**config.mk**
```make
export PLATFORM = sky130hd
export DESIGN_NAME = crc16_check_flat
export DESIGN_NICKNAME = d
export VERILOG_FILES = /design/src/rtl/crc16_check_if.sv /design/src/rtl/crc16_check.sv /design/src/flat_wrapper.sv
export SDC_FILE = /design/constraint.sdc
export NUM_CORES = 1
export LEC_CHECK = 0
export BUFFER_PORTS_ARGS = -buffer_cell sky130_fd_sc_hd__buf_2
export CELL_PAD_IN_SITES_DETAIL_PLACEMENT = 0
export CELL_PAD_IN_SITES_GLOBAL_PLACEMENT = 1
export CORE_MARGIN = 5
export CORE_UTILIZATION = 48
export CTS_BUF_LIST = sky130_fd_sc_hd__clkbuf_2
export DETAILED_ROUTE_END_ITERATION = 8
export GPL_TIMING_DRIVEN = 0
export PLACE_DENSITY = 0.9
export SETUP_SLACK_MARGIN = 0.1
export SLEW_MARGIN = 25
export SYNTH_ARGS = -nofsm -noshare
export SYNTH_HDL_FRONTEND = slang
export SYNTH_SLANG_ARGS = --single-unit
```
**constraint.sdc**
```tcl
create_clock -name clk -period 4.9 [get_ports clk]
set_clock_uncertainty 0.15 [all_clocks]
set_input_delay 0.49 -clock clk [delete_from_list [all_inputs] [get_ports clk]]
set_output_delay 0.49 -clock clk [all_outputs]
set_load 0.03 [all_outputs]
```
**src/rtl/crc16_check_if.sv**
```systemverilog
// -----------------------------------------------------------------------------
// crc16_check_if
// Byte-stream and status bundle for the CRC-16/MAXIM frame checker.
//
//   clear    master->slave  synchronous frame restart
//   inValid  master->slave  byte offered on inDat this cycle
//   inIsCrc  master->slave  0 = payload byte, 1 = received CRC byte
//   inDat    master->slave  received byte, bit 0 first on the wire
//   ready    slave->master  checker accepts a byte this cycle
//   done     slave->master  frame check complete, holds until clear
//   crcOk    slave->master  both CRC bytes matched (valid while done)
//   crcErr   slave->master  mismatch or sequence error (valid while done)
//   crcReg   slave->master  running CRC register, non-inverted
//   byteCnt  slave->master  payload bytes accepted, saturating at 255
// -----------------------------------------------------------------------------
interface crc16_check_if;
    logic        clear;
    logic        inValid;
    logic        inIsCrc;
    logic [7:0]  inDat;
    logic        ready;
    logic        done;
    logic        crcOk;
    logic        crcErr;
    logic [15:0] crcReg;
    logic [7:0]  byteCnt;

    modport master (
        output clear, inValid, inIsCrc, inDat,
        input  ready, done, crcOk, crcErr, crcReg, byteCnt
    );

    modport slave (
        input  clear, inValid, inIsCrc, inDat,
        output ready, done, crcOk, crcErr, crcReg, byteCnt
    );
endinterface

```
**src/rtl/crc16_check.sv**
```systemverilog
// -----------------------------------------------------------------------------
// crc16_check
// Checks a received frame against CRC-16/MAXIM (poly 0xA001 reflected,
// init 0x0000, LSB first, final inversion). Payload bytes are folded into the
// register one bit per clock; the two trailing CRC bytes (low byte first) are
// compared against the inverted register.
//
// Ports:
//   clk   rising-edge clock
//   nRst  asynchronous, active-low reset
//   bus   crc16_check_if.slave: byte input handshake and check status
// -----------------------------------------------------------------------------
module crc16_check (
    input  logic              clk,
    input  logic              nRst,
    crc16_check_if.slave      bus
);

    typedef enum logic [1:0] {
        IDLE    = 2'd0,
        SHIFT   = 2'd1,
        WAIT_HI = 2'd2,
        DONE    = 2'd3
    } stateT;

    localparam logic [15:0] POLY = 16'hA001;

    stateT       state;
    logic [15:0] crcR;
    logic [7:0]  cntR;
    logic [7:0]  dataR;     // payload byte being shifted, consumed LSB first
    logic [2:0]  bitCnt;
    logic        loMatch;
    logic        readyR;
    logic        doneR;
    logic        okR;
    logic        errR;

    logic        feedback;
    logic        hiMatch;

    assign feedback = crcR[0] ^ dataR[0];
    // Transmitted CRC is the complement of the register, low byte first.
    assign hiMatch  = (bus.inDat == ~crcR[15:8]);

    // NOTE: every register below is assigned with <= so all of them sample the
    // same pre-edge values; a blocking assignment here would let later
    // statements see half-updated state.
    always_ff @(posedge clk or negedge nRst) begin
        if (!nRst) begin
            state   <= IDLE;
            crcR    <= '0;
            cntR    <= '0;
            dataR   <= '0;
            bitCnt  <= '0;
            loMatch <= 1'b0;
            readyR  <= 1'b1;
            doneR   <= 1'b0;
            okR     <= 1'b0;
            errR    <= 1'b0;
        end else if (bus.clear) begin
            // Restart wins over any byte offered in the same cycle and aborts a
            // byte that is part-way through SHIFT.
            state   <= IDLE;
            crcR    <= '0;
            cntR    <= '0;
            dataR   <= '0;
            bitCnt  <= '0;
            loMatch <= 1'b0;
            readyR  <= 1'b1;
            doneR   <= 1'b0;
            okR     <= 1'b0;
            errR    <= 1'b0;
        end else begin
            case (state)
                IDLE: begin
                    if (bus.inValid) begin
                        if (bus.inIsCrc) begin
                            loMatch <= (bus.inDat == ~crcR[7:0]);
                            state   <= WAIT_HI;
                        end else begin
                            dataR  <= bus.inDat;
                            bitCnt <= '0;
                            if (cntR != 8'hFF)
                                cntR <= cntR + 8'd1;
                            state  <= SHIFT;
                            readyR <= 1'b0;
                        end
                    end
                end

                SHIFT: begin
                    crcR   <= {1'b0, crcR[15:1]} ^ (feedback ? POLY : 16'h0000);
                    dataR  <= {1'b0, dataR[7:1]};
                    bitCnt <= bitCnt + 3'd1;
                    if (bitCnt == 3'd7) begin
                        state  <= IDLE;
                        readyR <= 1'b1;
                    end
                end

                WAIT_HI: begin
                    if (bus.inValid) begin
                        state  <= DONE;
                        readyR <= 1'b0;
                        doneR  <= 1'b1;
                        if (bus.inIsCrc) begin
                            okR  <= loMatch & hiMatch;
                            errR <= ~(loMatch & hiMatch);
                        end else begin
                            // Payload after the low CRC byte: sequence error,
                            // register and count are left as they were.
                            okR  <= 1'b0;
                            errR <= 1'b1;
                        end
                    end
                end

                DONE: begin
                    // Everything holds until clear.
                end

                default: begin
                    state  <= IDLE;
                    readyR <= 1'b1;
                end
            endcase
        end
    end

    assign bus.ready   = readyR;
    assign bus.done    = doneR;
    assign bus.crcOk   = okR;
    assign bus.crcErr  = errR;
    assign bus.crcReg  = crcR;
    assign bus.byteCnt = cntR;

endmodule

```
**src/flat_wrapper.sv**
```systemverilog
// flat-port wrapper written by rule: the top's interface ports become plain ports
module crc16_check_flat 
  (clk, nRst, bus_clear, bus_inValid, bus_inIsCrc, bus_inDat, bus_ready, bus_done, bus_crcOk, bus_crcErr, bus_crcReg, bus_byteCnt);
  crc16_check_if bus_i ();
  input  logic clk;
  input  logic nRst;
  input wire logic [$bits(bus_i.clear)-1:0] bus_clear;
  input wire logic [$bits(bus_i.inValid)-1:0] bus_inValid;
  input wire logic [$bits(bus_i.inIsCrc)-1:0] bus_inIsCrc;
  input wire logic [$bits(bus_i.inDat)-1:0] bus_inDat;
  output wire logic [$bits(bus_i.ready)-1:0] bus_ready;
  output wire logic [$bits(bus_i.done)-1:0] bus_done;
  output wire logic [$bits(bus_i.crcOk)-1:0] bus_crcOk;
  output wire logic [$bits(bus_i.crcErr)-1:0] bus_crcErr;
  output wire logic [$bits(bus_i.crcReg)-1:0] bus_crcReg;
  output wire logic [$bits(bus_i.byteCnt)-1:0] bus_byteCnt;
  assign bus_i.clear = bus_clear;
  assign bus_i.inValid = bus_inValid;
  assign bus_i.inIsCrc = bus_inIsCrc;
  assign bus_i.inDat = bus_inDat;
  assign bus_ready = bus_i.ready;
  assign bus_done = bus_i.done;
  assign bus_crcOk = bus_i.crcOk;
  assign bus_crcErr = bus_i.crcErr;
  assign bus_crcReg = bus_i.crcReg;
  assign bus_byteCnt = bus_i.byteCnt;
  crc16_check u_core (.clk(clk), .nRst(nRst), .bus(bus_i));
endmodule
```
# After elaboration in Yosys (flattened, before gate mapping)

Cells that the tools add are included.

Bits in registers: 42
Bits of input ports: 13
Output and inout port bits: 28
Word-level logic and storage cells: 87

Add/sub/neg operators: 2
Equality and inequality tests: 11
Mux-type cells: 43
Bitwise operators: 6
Reductions and logical operators: 15

Operators by type and width:

| kind                                           | number |
|---|---|
| two-way mux 8 bit                              | 8 |
| two-way mux 16 bit                             | 3 |
| two-way mux 1 bit                              | 20 |
| == test 8 bit                                  | 2 |
| NOT 8 bit                                      | 2 |
| case mux 8 bit (2 select lines)                | 1 |
| bitwise XOR 15 x 16 -> 16 bit                  | 1 |
| nonzero test 2 bit                             | 6 |
| two-way mux 2 bit                              | 5 |
| two-way mux 3 bit                              | 3 |
| != test 3 bit (second input constant)          | 3 |
| adder 8 x 1 -> 8 bit (second input constant)   | 1 |
| != test 8 bit (second input constant)          | 1 |
| AND reduction 4 bit                            | 2 |
| case mux 2 bit (3 select lines)                | 1 |
| case mux 3 bit (2 select lines)                | 1 |
| AND reduction 3 bit                            | 2 |
| AND reduction 5 bit                            | 1 |
| nonzero test 4 bit                             | 1 |
| adder 3 x 1 -> 3 bit (second input constant)   | 1 |
| == test 3 bit (second input constant)          | 1 |
| != test 3 x 2 -> 1 bit (second input constant) | 1 |
| case mux 1 bit (3 select lines)                | 1 |
| nonzero test 3 bit                             | 1 |
| 8 further kinds                                | 8 |

# Depth between registers and ports, before layout

Gate-level depths: netlist of run 1.

Word-level depth: 8
Mapped depth: 8

# Worst setup path before layout of run 1

OpenSTA, ideal clock, no wires.

Path type: register to register
Start: register u_core.state[0]
End: register u_core.okR (netlist: u_core.bus.crcOk)
Setup time: 65 ps
Arrival: 1611 ps
Data required time: 4685 ps
Setup slack: 3073 ps
Cell stages (with the launch flop): 7
Clock period less this slack: 1827 ps
Cell sequence: dfrtp_1 inv_1 ha_1 nand4_1 or4_1 nor4_2 o21ba_1

Longest elaborated chain between the ends: 3

Ends and longest elaborated chain:

| item                          | RTL line           | text |
|---|---|---|
| start: declaration            | crc16_check.sv:28  | `stateT state;` |
| start signal: assignment      | crc16_check.sv:51  | `state <= IDLE;` |
| start signal: assignment      | crc16_check.sv:64  | `state <= IDLE;` |
| start signal: assignment      | crc16_check.sv:80  | `state <= WAIT_HI;` |
| == test 2 bit                 | crc16_check.sv:75  | `case (state)` |
| nonzero test 2 bit (no line)  | n/a                |  |
| AND reduction 2 bit (no line) | n/a                |  |
| end signal: assignment        | crc16_check.sv:108 | `okR <= loMatch & hiMatch;` |
| end: declaration              | crc16_check.sv:36  | `logic okR;` |

No other way between the ends.
A chain may end at the register's enable or synchronous reset.

# Worst setup path after layout of run 1

Same ends and word-level chain as after synthesis.

==> results of run 1 <==
-- layout make-up --
| cell class | count | area [um^2] |
|---|---|---|
| Timing Repair Buffer | 41 | 213 |
| Clock inverter | 3 | 63.8 |
| Buffer | 9 | 40.0 |
| Clock buffer | 5 | 25.0 |
| Tap cell | 52 | 65.1 |
| Multi-Input combinational cell | 157 | 1100 |
| Sequential cell | 42 | 1050 |
| Fill cell | 403 | 1840 |
| Inverter | 3 | 11.3 |
-- timing repair --
item,CTS,global route
hold buffers,0,1
setup endpoints to repair,0,0
endpoints found under the hold margin,0,41
gates resized for setup,0,0
-- routing by layer --
layer  global-route usage, %  up-vias
met4                    3.61        0
li1                        -      843
met1                    22.8      827
met3                    4.75        2
met2                    27.8       33
met5                       0        -
-- synth_stat cells --
library cell	instances
dfrtp_1	41
nor2_1	25
mux2i_1	24
nand2_1	20
xor2_1	14
o31ai_1	8
xnor2_1	8
ha_1	7
a21oi_1	6
buf_2	5
o21ai_0	5
nor3_1	4
clkbuf_1	3
inv_1	3
nand2b_1	3
nand3_1	3
nand4_1	3
or3_1	3
a211oi_1	2
a21boi_0	2
and3_1	2
nor2b_1	2
a2111oi_2	1
a21o_1	1
a311o_1	1
a311oi_1	1
a31oi_1	1
a41o_1	1
and3b_1	1
and4_1	1
buf_1	1
dfstp_2	1
nand3b_1	1
nor3_2	1
nor3b_1	1
nor4_2	1
nor4bb_1	1
o21ba_1	1
o221a_2	1
or4_1	1
-- power breakdown --
group	leakage (nW)	switching, mW	internal [mW]
Sequential	0.573	0.0308	0.388
Combinational	0.632	0.188	0.127
Clock	0.0506	0.115	0.136
Total	1.25	0.333	0.651
-- sequential cells by signal, indices dropped and copies added (netlist names) --
signal	count
u_core.loMatch	1
u_core.bus.byteCnt	8
u_core.bitCnt	3
u_core.bus.crcErr	1
u_core.dataR	8
u_core.bus.done	1
u_core.bus.crcReg	16
u_core.bus.crcOk	1
u_core.state	2
u_core.bus.ready	1
-- placed cells by master, fill, tap and decap left out, types with 3 or more instances in the layout --
cell      count
a21oi_1       6
buf_2        44
clkbuf_1      3
clkbuf_2      5
dfrtp_1      41
ha_1          7
inv_1         3
mux2i_1      24
nand2_1      20
nand2b_1      3
nand3_1       3
nand4_1       3
nor2_1       25
nor3_1        4
o21ai_0       5
o31ai_1       8
or3_1         3
xnor2_1       8
xor2_1       14
-- worst max-delay path, stage by stage, from the launching register on --
cell and delay [ns]:
dfrtp_1 0.46, inv_1 0.09, ha_1 0.26, nand4_1 0.13, or4_1 0.53, nor4_2 0.25, o21ba_1 0.18
-- cell families after synthesis --
group / after synthesis / share of synthesized area, %
compound gates: 31 / 10.2
xor+xnor: 22 / 8.74
fa+ha+maj: 7 / 3.97
buf+inv: 12 / 2.33
flops: 42 / 47.7
mux: 24 / 10.9
simple gates: 73 / 16.2
-- stage by stage --
step | setup slack [ns] | utilization (%)
floorplan | 3.07 | -
global placement | 2.83 | 56.0
detailed placement | 2.82 | 56.0
CTS | 2.77 | 58.0
global route | 2.61 | 58.3
finish | 2.81 | 58.3
-- worst max path at each step --
| stage | depth (start not counted) | endpoint | slack (ns) | from |
|---|---|---|---|---|
| 6_report | 6 | u_core.bus.crcOk | 2.81 | u_core.state[0] |
| 2_1_floorplan | 6 | u_core.bus.crcOk | 3.07 | u_core.state[0] |
| 3_3_place_gp | 6 | u_core.bus.crcOk | 2.83 | u_core.state[0] |
| 4_1_cts | 6 | u_core.bus.crcOk | 2.77 | u_core.state[0] |
| 3_5_place_dp | 6 | u_core.bus.crcOk | 2.82 | u_core.state[0] |
| 5_1_grt | 6 | u_core.bus.crcOk | 2.61 | u_core.state[0] |
==> summary.txt, run 1 <==
Synth
  – Post-synthesis instance area: 0.00221 mm^2
  – Post-synthesis sequential area ratio: 47.7%
  – Total of warnings raised by yosys: 0
  – Post-synth top area share: 46.5%
  – Gate Count Post-Synth: 211
  – Cell variety after synth: 40
  – Net count of the mapped netlist: 231
  – FF+latch count, synth: 42
  – Area leader, netlist: dfrtp_1
  – Leading post-synthesis cells by cell area: dfrtp_1 (47%), mux2i_1 (11%), xor2_1 (5.6%)
  – Syn_area_per_cell: 10.5 um^2

Clock tree
  – Buffers from clock root to sink, at most: 2
  – Number of setup buffers added after CTS: 0
  – Number of H-tree levels: 2
  – Library cell used as clock root buffer: clkbuf_2
  – Register clock-pin slew on the reported worst setup and hold paths: 0.22 ns
  – Insertion delay to the later sink of the worst-skew pair: 0.40 ns
  – CTS tree: done
  – Clk sinks: 42
  – Number of buffers created by CTS: 5

Placed design
  – Global placement routability congestion: 0.770
  – Cell area reported after detailed placement: 0.00247 mm^2
  – # placed instances: 303
  – Count of buffers from port buffering: 40
  – Detailed placer's ending HPWL: 3510 um

Route
  – Antenna-violating nets left: 0
  – Met2 routed wirelength: 2330 um
  – Mean routed wirelength per cell: 15.2 um
  – DR vias: 1705
  – Detailed Route Iter0 Violations: 66
  – Total Routed Length: 4750 um
  – Uppermost metal layer occupied by signal nets: met4
  – Detail Route met3 WL: 216 um
  – Number of optimization iterations in the first detailed-route pass: 4
  – DRC Markers: 0
  – DRT met1 WL: 2190 um
  – Post-DR vias/cell: 5.46

Floorplanning
  – Y dimension of the die: 77.8 um
  – Effective utilization at floorplan: 50.0%
  – X dimension of the die: 77.8 um
  – Top-level I/O count: 41
  – Placeable core region: 0.00441 mm^2
  – Area of the die: 0.00605 mm^2
  – Floorplan row count: 24

STA
  – RSZ-0062 raised after global routing: no
  – Worst slew slack as a fraction of its limit: 64.8%
  – Shortest period the worst path allows: 2.09 ns
  – Final clock period utilization by the worst path: 42.7%
  – Achievable Freq: 0.478 GHz
  – Total setup violations reported at the end of the flow: 0
  – Total negative slack for setup checks: 0 ns
  – Final count of pins violating max slew: 0
  – Hold_ws: 0.199 ns
  – Slew at the pin with the worst max-slew slack: 0.528 ns
  – Number of endpoints with negative hold slack in the final report: 0

Hold path
  – Hold crit path type: in -> reg
  – Endpoint of the worst hold path: u_core.dataR[7]
  – Hold wc startpoint: bus_inDat[7]
  – Hold Path Depth: 3

Global route
  – Number of antenna violations at the first check in global routing: 0
  – GRT Residual Overflow: 0
  – Maximum number of pins on one net before global-route repair: 43
  – First-pass GRT wire length: 8420 um
  – Total global routing track utilization: 17.1%
  – Number of global-route vias before repair: 1787

Power
  – Final total power: 0.985 mW
  – Total power per unit cell area: 383 mW/mm^2
  – Static Leak: 1.25 nW
  – Max VDD drop: 0.165 mV

Cells and area
  – Total inserted antenna cells: 0
  – Post-Layout Inst Area: 0.00257 mm^2
  – Synth-to-layout area growth: 16.6%
  – Final Instance Count excl. Fillers: 312
  – Proportion of layout cells with a drive suffix above 1: 21.9%
  – Post-layout nets: 279

Setup path
  – CP max FO: 6
  – Category of the worst setup path capture point: flip-flop
  – Worst R2R Start: u_core.state[0]
  – Data required time of the worst path: 5.11 ns
  – Critical path launch point type: flip-flop
  – Critical path data arrival time: 2.30 ns
  – Depth of the most critical reg-to-reg path: 6
  – Worst reg-to-reg setup slack: 2.81 ns
  – Worst Path Class, Setup: reg -> reg
  – Worst r2r dst: u_core.bus.crcOk

Run
  – Max cap viols: 0

Run status
  – Result of the run: completed
Note: power is estimated with default switching activity, not from simulation.
==> run 2: changes to the inputs <==
--- a/config.mk
+++ b/config.mk
@@ -9,11 +9,11 @@
 export CELL_PAD_IN_SITES_DETAIL_PLACEMENT = 0
 export CELL_PAD_IN_SITES_GLOBAL_PLACEMENT = 1
 export CORE_MARGIN = 5
-export CORE_UTILIZATION = 48
+export CORE_UTILIZATION = 44
 export CTS_BUF_LIST = sky130_fd_sc_hd__clkbuf_2
 export DETAILED_ROUTE_END_ITERATION = 8
 export GPL_TIMING_DRIVEN = 0
-export PLACE_DENSITY = 0.9
+export PLACE_DENSITY = 0.84
 export SETUP_SLACK_MARGIN = 0.1
 export SLEW_MARGIN = 25
 export SYNTH_ARGS = -nofsm -noshare
==> constraint.sdc (replaced) <==
create_clock -name clk -period 2.1 [get_ports clk]
set_clock_uncertainty 0.15 [all_clocks]
set_input_delay 0.21 -clock clk [delete_from_list [all_inputs] [get_ports clk]]
set_output_delay 0.21 -clock clk [all_outputs]
set_load 0.03 [all_outputs]
==> run 2 against run 1 <==
Compared with the run above: combinational power rose to 2.8 times the previous value; critical endpoint is now u_core.dataR[5]; critical path type unchanged; global-route usage fell by 0.063 points; flip-flop and latch count did not move; cell count rose by 11%.
==> summary.txt, run 2 (synthesis results as in run 1) <==
Global route
  – First-pass GRT wire length: 8510 um (+1.1%)
  – Number of antenna violations at the first check in global routing: 0 (unchanged)
  – Maximum number of pins on one net before global-route repair: 43 (unchanged)
  – GRT Residual Overflow: 0 (unchanged)
  – Total global routing track utilization: 17.0% (-0.063 points)
  – Number of global-route vias before repair: 1778 (-0.50%)

Hold path
  – Hold crit path type: in -> async

STA
  – Final clock period utilization by the worst path: 91.6% (+49 points)
  – Shortest period the worst path allows: 1.92 ns (-0.167 ns)
  – Slew at the pin with the worst max-slew slack: 0.551 ns (+0.0230 ns)
  – Total setup violations reported at the end of the flow: 0 (unchanged)
  – Total negative slack for setup checks: 0 ns (unchanged)
  – Final count of pins violating max slew: 0 (unchanged)
  – RSZ-0062 raised after global routing: no
  – Hold_ws: 0.148 ns (-0.0508 ns)
  – Number of endpoints with negative hold slack in the final report: 0 (unchanged)
  – Worst slew slack as a fraction of its limit: 63.2% (-1.5 points)
  – Achievable Freq: 0.520 GHz (+8.7%)

Setup path
  – Worst r2r dst: u_core.dataR[5]
  – Category of the worst setup path capture point: flip-flop
  – Critical path data arrival time: 2.10 ns (-0.20 ns)
  – Depth of the most critical reg-to-reg path: 8 (+2)
  – Critical path launch point type: flip-flop
  – Data required time of the worst path: 2.27 ns (-2.84 ns)
  – Worst R2R Start: u_core.state[1]
  – Worst Setup SP: u_core.state[1]
  – CP max FO: 10 (+4)
  – Worst Path Class, Setup: reg -> reg
  – Worst reg-to-reg setup slack: 0.18 ns (-2.63 ns)

Floorplanning
  – Effective utilization at floorplan: 46.1% (-3.9 points)
  – Placeable core region: 0.00479 mm^2 (+8.4%)
  – X dimension of the die: 80.8 um (+3.9%)
  – Area of the die: 0.00653 mm^2 (+7.9%)
  – Y dimension of the die: 80.8 um (+3.9%)
  – Top-level I/O count: 41 (unchanged)
  – Floorplan row count: 25 (+4.2%)

Power
  – Combinational power share: 40.3% (+8.3 points)
  – Max VDD drop: 0.378 mV (+130%)
  – Portion of total power attributed to the clock network: 15.5% (-9.9 points)
  – Switching power as a share of total power: 37.0% (+3.1 points)
  – Total power per unit cell area: 800 mW/mm^2 (+110%)
  – Static Leak: 1.33 nW (+5.6%)
  – Part of the total power dissipated in sequential elements: 44.2% (+1.7 points)
  – Psw: 0.816 mW (+140%)
  – Internal Power: 1.39 mW (+110%)

Clock tree
  – CTS tree: done
  – Register clock-pin slew on the reported worst setup and hold paths: 0.21 ns (about the same)
  – Buffers from clock root to sink, at most: 2 (unchanged)
  – Number of H-tree levels: 2 (unchanged)
  – Library cell used as clock root buffer: clkbuf_2
  – Clk sinks: 42 (unchanged)
  – Insertion delay to the later sink of the worst-skew pair: 0.40 ns (about the same)
  – Number of buffers created by CTS: 5 (unchanged)

Route
  – Number of optimization iterations in the first detailed-route pass: 4 (unchanged)
  – DRC Markers: 0 (unchanged)
  – DR vias: 1788 (+4.9%)
  – Mean routed wirelength per cell: 14.7 um (-3.4%)
  – Antenna-violating nets left: 0 (unchanged)
  – Detailed Route Iter0 Violations: 129 (+95%)
  – Post-DR vias/cell: 5.18 (-5.2%)
  – Total Routed Length: 5080 um (+6.8%)

Placed design
  – Global placement routability congestion: 0.766 (-0.48%)
  – Count of buffers from port buffering: 40 (unchanged)
  – Detailed placer's ending HPWL: 3500 um (-0.34%)

Cells and area
  – Total inserted antenna cells: 0 (unchanged)
  – Proportion of layout cells with a drive suffix above 1: 25.9% (+4.0 points)
  – Synth-to-layout area growth: 25.0%
  – Largest register FFs: 16 (unchanged)
  – Most common cell after layout, fill and taps aside: buf_2
  – Most frequent cells in the layout: buf_2 (42), dfrtp_1 (41), nor2_1 (25)
  – Post-layout nets: 297 (+6.5%)

Run
  – Max cap viols: 0 (unchanged)

Run status
  – Result of the run: completed
-- run 2: power by group through the flow --
stage	Sequential (mW)	Combinational, mW	Clock, mW
2_1_floorplan	1.05	0.497	0
3_3_place_gp	0.989	0.734	0
3_5_place_dp	0.990	0.742	0
4_1_cts	0.975	0.804	0.355
5_1_grt	0.986	0.984	0.397
6_report	0.974	0.889	0.343
-- run 2: cell type report --
cell class	count	area, um^2
Buffer	9	51.3
Multi-Input combinational cell	157	1150
Clock buffer	6	30.0
Sequential cell	42	1050
Inverter	3	11.3
Timing Repair Buffer	59	373
Fill cell	440	2030
Clock inverter	2	8.76
Tap cell	67	83.8
-- run 2: worst max path at each step --
stage / to / cells past startpoint / slack [ns]
2_1_floorplan: u_core.bus.crcOk / 6 / 0.27
3_3_place_gp: u_core.bus.crcOk / 6 / 0.02
3_5_place_dp: u_core.bus.crcOk / 6 / 0.02
4_1_cts: u_core.bus.byteCnt[5] / 6 / 0.08
5_1_grt: u_core.dataR[4] / 8 / 0.07
6_report: u_core.dataR[5] / 8 / 0.18
-- run 2: critical path: stages (launching register included) --
cell     delay [ns]
dfrtp_1        0.46
inv_2          0.10
ha_2           0.20
buf_6          0.16
nor2b_2        0.16
nor3_2         0.05
buf_4          0.14
buf_4          0.17
o31ai_1        0.24
-- run 2: repair_timing --
item,4_1_cts,5_1_grt
buffers inserted,3,3
pin swaps,2,4
cloned,0,1
hold buffers,9,3
gates resized for setup,5,14
endpoints found under the hold margin,50,3
endpoints found under the setup margin,2,18
-- run 2: metal layers --
metal / GRT usage [%] / routed length (um)
met5: 0 / 0
met2: 27.6 / 2450
met3: 4.32 / 232
met4: 5.57 / 65
met1: 22.3 / 2330
-- run 2: metrics by stage --
step | util (%) | area [um^2] | power, mW | std cells | setup slack (ns)
final | 57.6 | 2760 | 2.21 | 345 | 0.176
after global routing | 57.6 | 2760 | 2.37 | 345 | 0.0721
after CTS | 55.7 | 2670 | 2.13 | 338 | 0.0755
after detailed placement | 52.0 | 2490 | 1.73 | 318 | 0.0232
after global placement | 52.0 | 2490 | 1.72 | 318 | 0.0206
after floorplan | - | 2210 | 1.54 | 211 | 0.273
==> run 3: changes to the inputs <==
--- a/config.mk
+++ b/config.mk
@@ -5,11 +5,12 @@
 export SDC_FILE = /design/constraint.sdc
 export NUM_CORES = 1
 export LEC_CHECK = 0
+export ABC_AREA = 1
 export BUFFER_PORTS_ARGS = -buffer_cell sky130_fd_sc_hd__buf_2
 export CELL_PAD_IN_SITES_DETAIL_PLACEMENT = 0
 export CELL_PAD_IN_SITES_GLOBAL_PLACEMENT = 1
 export CORE_MARGIN = 5
-export CORE_UTILIZATION = 44
+export CORE_UTILIZATION = 42
 export CTS_BUF_LIST = sky130_fd_sc_hd__clkbuf_2
 export DETAILED_ROUTE_END_ITERATION = 8
 export GPL_TIMING_DRIVEN = 0
==> run 3 against run 2 <==
Compared with the run above: core utilization down 5.4 points; wire length grew 7.5%; fmax is 8.4% higher; highest routed layer unchanged; clock-buffer cell count is the same; clock power grew 41%; via count is 13% higher; non-clock buffer count fell by 14; synthesized area grew 3.5%; largest power group unchanged; die area rose by 7.4%; synthesized cell count increased by 36%.
==> summary.txt, run 3 <==
Run status
  – Result of the run: completed

Synth
  – Area leader, netlist: dfrtp_1
  – Net count of the mapped netlist: 308 (+33%)
  – FF+latch count, synth: 42 (unchanged)
  – Most numerous cell in the Yosys netlist: nand2_1
  – Synth async-reset ratio: 100% (unchanged)
  – Post-synth top cells: nand2_1 (82), dfrtp_1 (41), inv_1 (36)
  – Count of flip-flops with a built-in enable after synthesis: 0 (unchanged)
  – Post-synthesis instance area: 0.00228 mm^2 (+3.5%)
  – Total of warnings raised by yosys: 0 (unchanged)
  – Syn_area_per_cell: 7.93 um^2 (-24%)
  – Post-synthesis sequential area ratio: 46.1% (-1.6 points)
  – Leading post-synthesis cells by cell area: dfrtp_1 (45%), nand2_1 (13%), inv_1 (5.9%)
  – Gate Count Post-Synth: 288 (+36%)
  – Post-synth top area share: 44.9% (-1.6 points)
  – Ys flop type: dfrtp_1
  – Cell variety after synth: 32 (-20%)

Setup path
  – Critical path data arrival time: 1.98 ns (-0.12 ns)
  – CP max FO: 4 (-6)
  – Category of the worst setup path capture point: flip-flop
  – Standard cell with the maximum stage delay on the critical path: dlygate4sd3_1
  – Critical path buffers and inverters: 2 (-2)
  – Largest incremental delay on the critical path: 0.56 ns (+0.10 ns)
  – Worst Path Class, Setup: reg -> reg
  – Cell family with the largest share of critical-path delay: buffers and inverters
  – Critical path launch point type: flip-flop
  – Data required time of the worst path: 2.30 ns (+0.03 ns)
  – Cell chain of the critical path: inv_1 -> ha_1 -> nand2_1 -> a21oi_1 -> dlygate4sd3_1

Global route
  – GRT Residual Overflow: 0 (unchanged)
  – Number of global-route vias before repair: 1943 (+9.3%)
  – First-pass GRT wire length: 9440 um (+11%)
  – Maximum number of pins on one net before global-route repair: 43 (unchanged)
  – Number of antenna violations at the first check in global routing: 0 (unchanged)
  – Total global routing track utilization: 16.4% (-0.65 points)

Clock tree
  – Clk sinks: 42 (unchanged)
  – Register clock-pin slew on the reported worst setup and hold paths: 0.23 ns (+0.02 ns)
  – Number of buffers created by CTS: 5 (unchanged)
  – Buffers from clock root to sink, at most: 2 (unchanged)
  – Insertion delay to the later sink of the worst-skew pair: 0.41 ns (about the same)
  – Number of H-tree levels: 2 (unchanged)
  – Number of setup buffers added after CTS: 0 (-3)
  – PostCTS Resize Cnt: 0 (-5)
  – CTS tree: done
  – Number of buffers inserted by hold repair at cts: 7 (-2)
  – Library cell used as clock root buffer: clkbuf_2

Floorplanning
  – Floorplan row count: 26 (+4.0%)
  – Y dimension of the die: 83.7 um (+3.6%)
  – Placeable core region: 0.00520 mm^2 (+8.8%)
  – Top-level I/O count: 41 (unchanged)
  – Effective utilization at floorplan: 43.9% (-2.2 points)
  – X dimension of the die: 83.7 um (+3.6%)
  – Area of the die: 0.00701 mm^2 (+7.4%)

Placed design
  – Cell area reported after detailed placement: 0.00257 mm^2 (+3.1%)
  – Placement-stage worst setup slack: 0.374 ns (+0.351 ns)
  – Detailed placer's ending HPWL: 4050 um (+16%)
  – Global placement routability congestion: 0.821 (+7.2%)
  – Count of buffers from port buffering: 39 (-2.5%)

STA
  – Slew at the pin with the worst max-slew slack: 0.533 ns (-0.0185 ns)
  – Total setup violations reported at the end of the flow: 0 (unchanged)
  – Worst slew slack as a fraction of its limit: 64.5% (+1.2 points)
  – Number of endpoints with negative hold slack in the final report: 0 (unchanged)
  – Min setup slack post-route: 0.325 ns (+0.149 ns)
  – Shortest period the worst path allows: 1.78 ns (-0.149 ns)
  – Achievable Freq: 0.563 GHz (+8.4%)
  – RSZ-0062 raised after global routing: no
  – Final clock period utilization by the worst path: 84.5% (-7.1 points)
  – Total negative slack for setup checks: 0 ns (unchanged)
  – Hold_ws: 0.0223 ns (-0.126 ns)
  – Final count of pins violating max slew: 0 (unchanged)

Cells and area
  – Proportion of layout cells with a drive suffix above 1: 20.4% (-5.5 points)
  – Most common cell after layout, fill and taps aside: nand2_1
  – Sequential Area: 0.00105 mm^2 (unchanged)
  – Synth-to-layout area growth: 19.0%
  – Post-layout nets: 362 (+22%)
  – Most frequent cells in the layout: nand2_1 (82), buf_2 (43), dfrtp_1 (41)
  – Footprint of the multi-input gates: 0.00104 mm^2 (-8.8%)
  – Post-Layout Inst Area: 0.00272 mm^2 (-1.5%)
  – Fill cell total of the finished layout: 515 (+17%)
  – Total inserted antenna cells: 0 (unchanged)
  – Largest register FFs: 16 (unchanged)

Route
  – Antenna-violating nets left: 0 (unchanged)
  – DR vias: 2021 (+13%)
  – Total Routed Length: 5460 um (+7.5%)
  – DRC Markers: 0 (unchanged)
  – Number of optimization iterations in the first detailed-route pass: 4 (unchanged)
  – Post-DR vias/cell: 4.89 (-5.6%)
  – Detailed Route Iter0 Violations: 120 (-7.0%)
  – Mean routed wirelength per cell: 13.2 um (-10%)

Run
  – Max cap viols: 0 (unchanged)

Hold path
  – Hold crit path type: in -> reg

Power
  – Max VDD drop: 0.698 mV (+85%)
  – Final total power: 2.32 mW (+5.1%)
  – Static Leak: 1.37 nW (+3.6%)
  – Total power per unit cell area: 853 mW/mm^2 (+6.6%)
run 3: layout make-up:
| cell class | instances | area share, % |
|---|---|---|
| Buffer | 7 | 1.61 |
| Clock buffer | 6 | 1.11 |
| Clock inverter | 2 | 1.38 |
| Inverter | 38 | 5.25 |
| Multi-Input combinational cell | 201 | 38.5 |
| Sequential cell | 42 | 38.7 |
| Tap cell | 70 | 3.22 |
| Timing Repair Buffer | 47 | 10.2 |
run 3: metal layers:
layer	share of wire [%]	global-route usage [%]	up-vias
met3	4.2	3.75	8
li1	-	-	1053
met5	0	0	-
met4	1.1	3.95	0
met1	50	23.3	915
met2	44	25.4	45
run 3: kinds of logic after synthesis:
family,count (synthesis),synth area share [%]
AO/OA/AOI/OAI,62,17.0
AND/OR/NAND/NOR,130,24.2
flip-flops,42,46.1
adder cells (fa/ha/maj),7,3.84
buffers and inverters,45,8.16
XOR/XNOR,2,0.767
run 3: worst min-delay path, stage by stage:
cell and delay, ns:
buf_2 0.15, a31oi_1 0.11, nand2_1 0.06, nand2_1 0.05
run 3: through the flow:
stage          utilization, %  cells
3_3_place_gp             49.3    397
3_5_place_dp             49.3    397
2_1_floorplan               -    288
5_1_grt                  52.2    413
6_report                 52.2    413
4_1_cts                  51.9    412
run 3: final timing paths:
| path | startpoint | end | slack [ns] | cells after the start |
|---|---|---|---|---|
| worst max register to register | u_core.state[0] | u_core.bus.done | 0.32 | 5 |
| worst min register to register | u_core.bus.ready | u_core.bus.ready | 0.36 | 2 |
| max in group asynchronous | nRst | u_core.bus.ready | 1.28 | 2 |
| min in group asynchronous | nRst | u_core.dataR[0] | 0.13 | 2 |
| worst min-delay path | bus_inIsCrc | u_core.loMatch | 0.02 | 4 |
| worst max-delay path | u_core.state[0] | u_core.bus.done | 0.32 | 5 |
run 3: power by group:
| group | internal, mW | switching (mW) |
|---|---|---|
| sequential | 0.945 | 0.101 |
| combinational | 0.269 | 0.522 |
| clock | 0.206 | 0.276 |
| total | 1.42 | 0.899 |
